**src/rtl/coreriscv_axi4_arb_pkg.sv**
```systemverilog
// Shared constants and message layout for the AXI4 beat-lock arbiter.
// A message beat is packed MSB-first as {src, dst, addr_block, p_type, has_data},
// so has_data always sits in bit 0 regardless of the address width.
package coreriscv_axi4_arb_pkg;

    localparam int NIN         = 4;
    localparam int IDX_W       = 2;
    localparam int HDR_W       = 2;
    localparam int P_TYPE_W    = 2;
    localparam int HAS_DATA_W  = 1;
    localparam int ADDR_W_DFLT = 26;

    // Message bundle at the default address width; the arbiter carries the
    // same field order in flat vectors so ADDR_W can be overridden.
    typedef struct packed {
        logic [HDR_W-1:0]       header_src;
        logic [HDR_W-1:0]       header_dst;
        logic [ADDR_W_DFLT-1:0] payload_addr_block;
        logic [P_TYPE_W-1:0]    payload_p_type;
        logic                   payload_has_data;
    } arb_msg_t;

    // Total width of one flattened message beat for a given address width.
    function automatic int msg_width(input int addr_w);
        return 2 * HDR_W + addr_w + P_TYPE_W + HAS_DATA_W;
    endfunction

    // Requester index k steps after base, wrapping modulo NIN.
    function automatic logic [IDX_W-1:0] rr_index(input logic [IDX_W-1:0] base, input int k);
        return base + IDX_W'(k);
    endfunction

endpackage

```
**src/rtl/coreriscv_axi4_arb_out_slice.sv**
```systemverilog
// Two-entry output skid buffer for the beat-lock arbiter. The output is
// driven straight from storage registers, so the arbiter's combinational
// select path ends here. Two entries let a new beat enter every cycle
// while the downstream handshake is in flight, giving full throughput.
// Only instantiated when CORERISCV_AXI4_ARB_OUT_REG_EN is defined.
module coreriscv_axi4_arb_out_slice #(
    parameter int W = 8
) (
    input  logic         clk,
    input  logic         reset,
    input  logic         in_valid,
    output logic         in_ready,
    input  logic [W-1:0] in_data,
    output logic         out_valid,
    input  logic         out_ready,
    output logic [W-1:0] out_data
);

    logic [W-1:0] mem [2];
    logic         wr_ptr;
    logic         rd_ptr;
    logic [1:0]   count;
    logic         push;
    logic         pop;

    assign in_ready  = (count != 2'd2);
    assign out_valid = (count != 2'd0);
    assign out_data  = mem[rd_ptr];
    assign push      = in_valid & in_ready;
    assign pop       = out_valid & out_ready;

    // Occupancy and pointer bookkeeping; reset empties the buffer.
    always_ff @(posedge clk) begin
        if (reset) begin
            wr_ptr <= 1'b0;
            rd_ptr <= 1'b0;
            count  <= 2'd0;
        end else begin
            if (push) wr_ptr <= ~wr_ptr;
            if (pop)  rd_ptr <= ~rd_ptr;
            case ({push, pop})
                2'b10:   count <= count + 2'd1;
                2'b01:   count <= count - 2'd1;
                default: count <= count;
            endcase
        end
    end

    // Payload storage; contents need no reset since count gates validity.
    always_ff @(posedge clk) begin
        if (push) mem[wr_ptr] <= in_data;
    end

endmodule

```
**src/rtl/coreriscv_axi4_beat_lock_arbiter.sv**
```systemverilog
// Four-input round-robin arbiter that locks onto a requester for the whole
// of a multi-beat (has_data) message so beats of different messages never
// interleave. Optional macro CORERISCV_AXI4_ARB_OUT_REG_EN inserts a
// registered 2-entry output slice; without it the output is a pure
// combinational mux of the chosen input.
module coreriscv_axi4_beat_lock_arbiter
    import coreriscv_axi4_arb_pkg::*;
#(
    parameter int NBEATS = 4,
    parameter int ADDR_W = 26
) (
    input  logic              clk,
    input  logic              reset,

    input  logic              io_in_0_valid,
    output logic              io_in_0_ready,
    input  logic [1:0]        io_in_0_bits_header_src,
    input  logic [1:0]        io_in_0_bits_header_dst,
    input  logic [ADDR_W-1:0] io_in_0_bits_payload_addr_block,
    input  logic [1:0]        io_in_0_bits_payload_p_type,
    input  logic              io_in_0_bits_payload_has_data,

    input  logic              io_in_1_valid,
    output logic              io_in_1_ready,
    input  logic [1:0]        io_in_1_bits_header_src,
    input  logic [1:0]        io_in_1_bits_header_dst,
    input  logic [ADDR_W-1:0] io_in_1_bits_payload_addr_block,
    input  logic [1:0]        io_in_1_bits_payload_p_type,
    input  logic              io_in_1_bits_payload_has_data,

    input  logic              io_in_2_valid,
    output logic              io_in_2_ready,
    input  logic [1:0]        io_in_2_bits_header_src,
    input  logic [1:0]        io_in_2_bits_header_dst,
    input  logic [ADDR_W-1:0] io_in_2_bits_payload_addr_block,
    input  logic [1:0]        io_in_2_bits_payload_p_type,
    input  logic              io_in_2_bits_payload_has_data,

    input  logic              io_in_3_valid,
    output logic              io_in_3_ready,
    input  logic [1:0]        io_in_3_bits_header_src,
    input  logic [1:0]        io_in_3_bits_header_dst,
    input  logic [ADDR_W-1:0] io_in_3_bits_payload_addr_block,
    input  logic [1:0]        io_in_3_bits_payload_p_type,
    input  logic              io_in_3_bits_payload_has_data,

    input  logic              io_out_ready,
    output logic              io_out_valid,
    output logic [1:0]        io_out_bits_header_src,
    output logic [1:0]        io_out_bits_header_dst,
    output logic [ADDR_W-1:0] io_out_bits_payload_addr_block,
    output logic [1:0]        io_out_bits_payload_p_type,
    output logic              io_out_bits_payload_has_data,
    output logic [1:0]        io_chosen
);

    localparam int MSG_W  = msg_width(ADDR_W);
    localparam int BCNT_W = (NBEATS > 1) ? $clog2(NBEATS) : 1;
    localparam logic [BCNT_W-1:0] LAST_BEAT = BCNT_W'(NBEATS - 1);

    logic [NIN-1:0]   in_valid;
    logic [NIN-1:0]   in_ready;
    logic [MSG_W-1:0] msg_vec [NIN];

    logic [IDX_W-1:0] last_grant;
    logic             locked;
    logic [IDX_W-1:0] lock_idx;
    logic [BCNT_W-1:0] beat_cnt;

    logic             sel_found;
    logic [IDX_W-1:0] sel_idx;
    logic [MSG_W-1:0] sel_msg;
    logic             accept_ok;
    logic             hs;
    logic [MSG_W-1:0] out_msg;

    assign in_valid = {io_in_3_valid, io_in_2_valid, io_in_1_valid, io_in_0_valid};

    assign msg_vec[0] = {io_in_0_bits_header_src, io_in_0_bits_header_dst,
                         io_in_0_bits_payload_addr_block, io_in_0_bits_payload_p_type,
                         io_in_0_bits_payload_has_data};
    assign msg_vec[1] = {io_in_1_bits_header_src, io_in_1_bits_header_dst,
                         io_in_1_bits_payload_addr_block, io_in_1_bits_payload_p_type,
                         io_in_1_bits_payload_has_data};
    assign msg_vec[2] = {io_in_2_bits_header_src, io_in_2_bits_header_dst,
                         io_in_2_bits_payload_addr_block, io_in_2_bits_payload_p_type,
                         io_in_2_bits_payload_has_data};
    assign msg_vec[3] = {io_in_3_bits_header_src, io_in_3_bits_header_dst,
                         io_in_3_bits_payload_addr_block, io_in_3_bits_payload_p_type,
                         io_in_3_bits_payload_has_data};

    // Pick the requester: the lock owner while mid-message, otherwise the
    // first valid one after lastGrant in rotating order, ending at lastGrant.
    always_comb begin
        sel_found = 1'b0;
        sel_idx   = rr_index(last_grant, 1);
        if (locked) begin
            sel_idx   = lock_idx;
            sel_found = in_valid[lock_idx];
        end else begin
            for (int k = 1; k <= NIN; k++) begin
                if (!sel_found && in_valid[rr_index(last_grant, k)]) begin
                    sel_found = 1'b1;
                    sel_idx   = rr_index(last_grant, k);
                end
            end
        end
    end

    assign sel_msg = msg_vec[sel_idx];
    assign hs      = sel_found & accept_ok;

    // Only the chosen requester ever sees ready, and only when the next
    // stage can take a beat.
    always_comb begin
        in_ready          = '0;
        in_ready[sel_idx] = accept_ok;
    end

    assign io_in_0_ready = in_ready[0];
    assign io_in_1_ready = in_ready[1];
    assign io_in_2_ready = in_ready[2];
    assign io_in_3_ready = in_ready[3];

    // Round-robin pointer and message lock, advanced on each accepted beat.
    always_ff @(posedge clk) begin
        if (reset) begin
            last_grant <= '0;
            locked     <= 1'b0;
            lock_idx   <= '0;
            beat_cnt   <= '0;
        end else if (hs) begin
            last_grant <= sel_idx;
            if (locked) begin
                if (beat_cnt == LAST_BEAT) begin
                    locked   <= 1'b0;
                    beat_cnt <= '0;
                end else begin
                    beat_cnt <= beat_cnt + 1'b1;
                end
            end else if (sel_msg[0] && (NBEATS > 1)) begin
                locked   <= 1'b1;
                lock_idx <= sel_idx;
                beat_cnt <= BCNT_W'(1);
            end
        end
    end

`ifdef CORERISCV_AXI4_ARB_OUT_REG_EN
    logic                   slice_in_ready;
    logic [IDX_W+MSG_W-1:0] slice_out_data;

    assign accept_ok = slice_in_ready;

    coreriscv_axi4_arb_out_slice #(
        .W (IDX_W + MSG_W)
    ) u_out_slice (
        .clk       (clk),
        .reset     (reset),
        .in_valid  (sel_found),
        .in_ready  (slice_in_ready),
        .in_data   ({sel_idx, sel_msg}),
        .out_valid (io_out_valid),
        .out_ready (io_out_ready),
        .out_data  (slice_out_data)
    );

    assign {io_chosen, out_msg} = slice_out_data;
`else
    assign accept_ok    = io_out_ready;
    assign io_out_valid = sel_found;
    assign io_chosen    = sel_idx;
    assign out_msg      = sel_msg;
`endif

    assign {io_out_bits_header_src, io_out_bits_header_dst,
            io_out_bits_payload_addr_block, io_out_bits_payload_p_type,
            io_out_bits_payload_has_data} = out_msg;

endmodule

```
**config.mk**
```make
export PLATFORM = sky130hd
export DESIGN_NAME = coreriscv_axi4_beat_lock_arbiter
export DESIGN_NICKNAME = d
export VERILOG_FILES = /design/src/rtl/coreriscv_axi4_arb_pkg.sv /design/src/rtl/coreriscv_axi4_arb_out_slice.sv /design/src/rtl/coreriscv_axi4_beat_lock_arbiter.sv
export SDC_FILE = /design/constraint.sdc
export NUM_CORES = 1
export LEC_CHECK = 0
export CORE_MARGIN = 3
export CORE_UTILIZATION = 28
export CTS_CLUSTER_DIAMETER = 80
export DETAILED_ROUTE_END_ITERATION = 6
export PLACE_DENSITY = 0.83
export REMOVE_ABC_BUFFERS = 1
export SYNTH_ARGS = -nofsm -noshare
export SYNTH_HDL_FRONTEND = slang
export SYNTH_SLANG_ARGS = --single-unit
```
**constraint.sdc**
```tcl
create_clock -name clk -period 2.1 [get_ports clk]
set_input_delay 0.315 -clock clk [delete_from_list [all_inputs] [get_ports clk]]
set_output_delay 0.315 -clock clk [all_outputs]
set_load 0.02 [all_outputs]
```
==> summary.txt <==
STA
  • Transition at the pin with the smallest max-transition slack: 0.324 ns
  • Clock period minus final worst setup slack: 2.53 ns
  • Period utilization: 1.20
  • Worst-case setup margin in the final layout: -0.430 ns
  • Hold violation total from the final report: 0
  • Final TNS setup: -12.26 ns
  • Unrepaired setup endpoints after global routing: true
  • Maximum frequency from static timing analysis: 395 MHz
  • # setup viols final: 43
  • Number of slew-limit violations in the final report: 0
  • Tightest slew margin relative to the limit: 0.783
  • Clock tree skew after final layout: 0.000407 ns

Placement
  • Buffers on Ports: 178
  • Number of cells after detailed placement: 550
  • Post-place setup slack: -1.12 ns
  • Final HPWL from detailed placement: 6800 µm
  • Final Wtd Congestion: 0.849
  • Placed cell areas: 0.00367 mm²

Yosys
  • Syn Inst Count: 288
  • Post-synth top cells: sky130_fd_sc_hd__nand2_1 (137), sky130_fd_sc_hd__and3_1 (36), sky130_fd_sc_hd__a31oi_1 (32), sky130_fd_sc_hd__clkbuf_1 (12), sky130_fd_sc_hd__dfxtp_1 (7)
  • Main combinational cell family by area after synthesis: simple AND/OR/NAND/NOR gates
  • Count of flip-flops with a built-in enable after synthesis: 0
  • Synth Area in Compound Gates: 0.263
  • Top flip-flop cell by instance count after synthesis: sky130_fd_sc_hd__dfxtp_1
  • Xor and xnor area share after synthesis: 0.00560
  • Post-synthesis share of cell area spent on and, or, nand and nor gates: 0.535
  • Asr flop ratio synth: 0
  • Leading cell type by number of instances after synthesis: sky130_fd_sc_hd__nand2_1
  • Leading post-synthesis cells by cell area: sky130_fd_sc_hd__nand2_1 (33%), sky130_fd_sc_hd__and3_1 (14%), sky130_fd_sc_hd__a31oi_1 (13%), sky130_fd_sc_hd__dfxtp_1 (9.0%), sky130_fd_sc_hd__clkbuf_1 (2.9%)
  • Number of distinct standard cells referenced by the synthesized netlist: 41
  • Sequential area share after synthesis: 0.0896
  • Area of the mapped netlist: 0.00156 mm²
  • Post-synthesis average cell area: 5.43 µm²
  • Largest area contributor in the netlist: sky130_fd_sc_hd__nand2_1
  • Share of synthesized cell area in full adder, half adder and majority cells: 0.00800
  • Multiplexer share of the synthesized area: 0.0280
  • Number of warnings reported in the yosys synthesis log: 0
  • Proportion of netlist area held by the largest area contributor: 0.329
  • Number of storage elements in the synthesis netlist: 7

Detailed routing
  • Count of antenna-violating nets left after detailed routing: 0
  • Number of design rule violations left after detail routing: 0
  • Routed WL: 12000 µm
  • Drt initial violations: 206
  • Detailed-routing iteration count for the pre-antenna-repair pass: 5
  • Detailed-route vias per instance: 5.58
  • Routed len/inst: 20.7 µm
  • Via total after detailed routing: 3251

Clock tree
  • CTS Buf Count: 3
  • CTS tree: yes
  • Clock Tree Root: sky130_fd_sc_hd__clkbuf_8
  • Clock H-tree levels: 1
  • Clock latency on the worst-skew pair: 0.23 ns
  • Number of buffers between clock root and the deepest sink: 2
  • CTS sink count: 7
  • Clock Pin Slew Worst Setup and Hold Paths: 0.04 ns

Floorplanning
  • Die span in x: 80.7 µm
  • # rows: 26
  • Overall die area: 0.00652 mm²
  • Initial standard-cell utilization of the core: 0.299
  • Chip height: 80.7 µm
  • Ports: 179
  • Area inside the core boundary: 0.00524 mm²

Layout
  • Antenna diode count: 0
  • Total area of multi-input combinational cells: 0.00165 mm²
  • Seq. cell area: 148 µm²
  • Share of post-route cells with drive strength above 1: 0.343
  • Non-filler instance count after layout: 583
  • Count of nets after finishing: 654
  • Syn-to-layout area delta: 185%
  • Cell area after layout: 0.00446 mm²
  • Utilization after layout: 0.851
  • Fillers: 314

Critical path
  • Setup Crit Path Kind: reg -> out
  • Data arrival, critical path: 2.21 ns
  • Cell-by-cell trace of the critical path: xor2_2, a21o_2, o21ai_4, buf_6, clkbuf_16, nand2_1, and3_1, a31oi_1, buf_4
  • Critical-path top delay cell: sky130_fd_sc_hd__dfxtp_4
  • Worst-path fanout max: 5
  • Number of buffer and inverter stages on the critical path: 3
  • Maximum single-stage delay on the critical path: 0.36 ns
  • Required @ worst endpoint: 1.78 ns
  • Cell class contributing the biggest share of worst-path delay: compound AO/OA/AOI/OAI gates
  • Capturing element type of the critical path: primary output
  • Type of element launching the critical path: flop

GRT
  • Number of global-route vias before repair: 2980
  • Overflow after GRT: 0
  • Largest net degree at the start of global routing: 31
  • Number of antenna violations at the first check in global routing: 0
  • First-pass GRT wire length: 14600 µm
  • Total Routing Usage GR: 0.282

Status
  • Status: finished with violations
  • Failing checks: negative setup slack

Power and ir drop
  • Peak supply drop: 0.868 mV
  • Leakage power of the design: 1.95 nW
  • Power density of the placed cells: 1290 mW/mm²

Worst hold path
  • Hold crit path type: reg -> reg

Run
  • Total of max-cap violations: 0
routing by layer:
| layer | global-route usage | up-vias | part of all wire |
|---|---|---|---|
| met1 | 0.314 | 1524 | 0.36 |
| met2 | 0.516 | 217 | 0.48 |
| met5 | 0 | - | 0 |
| li1 | - | 1451 | - |
| met3 | 0.0831 | 59 | 0.11 |
| met4 | 0.0861 | 0 | 0.048 |
layout by cell type, fill, tap and decap left out, drive strengths merged, types with 2 or more instances in the layout:
cell type,Yosys,final
nand2b,6,6
buf,10,100
nand3,4,4
inv,5,6
clkbuf,12,6
mux2i,2,2
clkdlybuf4s15,0,3
nand2,137,137
o21ai,4,4
a31oi,32,32
or3,2,2
a211oi,3,3
clkdlybuf4s50,0,134
and3,36,36
a21oi,7,7
nor3,2,2
a21o,2,2
dfxtp,7,7
cell type report:
class / count / share of cell area
tap: 70 / 0.0196
timing repair inverter: 2 / 0.00449
multi-input combinational: 254 / 0.370
sequential: 7 / 0.0331
inverter: 5 / 0.00982
timing repair buffer: 241 / 0.552
clock buffer: 4 / 0.0101
path summary, 6_finish.rpt:
kind / from / end / slack, ns / depth (start not counted)
worst max register to register: last_grant[0] / lock_idx[1] / -0.22 / 10
worst max-delay path: last_grant[0] / io_out_bits_header_src[0] / -0.43 / 9
worst min register to register: beat_cnt[1] / beat_cnt[1] / 0.52 / 2
worst min-delay path: beat_cnt[1] / beat_cnt[1] / 0.52 / 2
worst min-delay path: stages (launching register included):
cell                       delay (ns)
sky130_fd_sc_hd__dfxtp_1         0.32
sky130_fd_sc_hd__nand2b_1        0.07
sky130_fd_sc_hd__o311ai_1        0.07
per-stage QoR:
| step | total power, mW | hold WS, ns |
|---|---|---|
| final | 5.74 | 0.518 |
| after CTS | 4.89 | 0.522 |
| after global routing | 5.98 | 0.565 |
| after detailed placement | 3.98 | 0.513 |
| after global placement | 3.94 | 0.506 |
| after floorplan | 2.05 | 0.381 |
report_power, final:
part	switching (mW)	leakage, nW	internal, mW	total (mW)
combinational	2.65	1.87	2.70	5.35
sequential	0.0346	0.0589	0.169	0.203
clock	0.0637	0.0228	0.132	0.196
repair_timing:
| action | 4_1_cts | 5_1_grt |
|---|---|---|
| pin swaps | 10 | 31 |
| endpoints found under the setup margin | 45 | 44 |
| resized for setup | 276 | 76 |
| endpoints found under the hold margin | 0 | 0 |
| setup buffers | 14 | 10 |
| cloned | 7 | 4 |
| hold buffers | 0 | 0 |
cells by family after synthesis:
| logic type | count (synthesis) |
|---|---|
| xor gates and xnor gates | 1 |
| muxes | 3 |
| and+or+nand+nor | 190 |
| DFF | 7 |
| AOI/OAI and AO/OA | 59 |
| adders and majority gates | 1 |
| buffers and inverters | 27 |
registers in the layout, indices dropped and copies added, names as in the netlist:
| signal | count |
|---|---|
| last_grant | 2 |
| lock_idx | 2 |
| beat_cnt | 2 |
| locked | 1 |
Power figures use the tool's default switching activity.
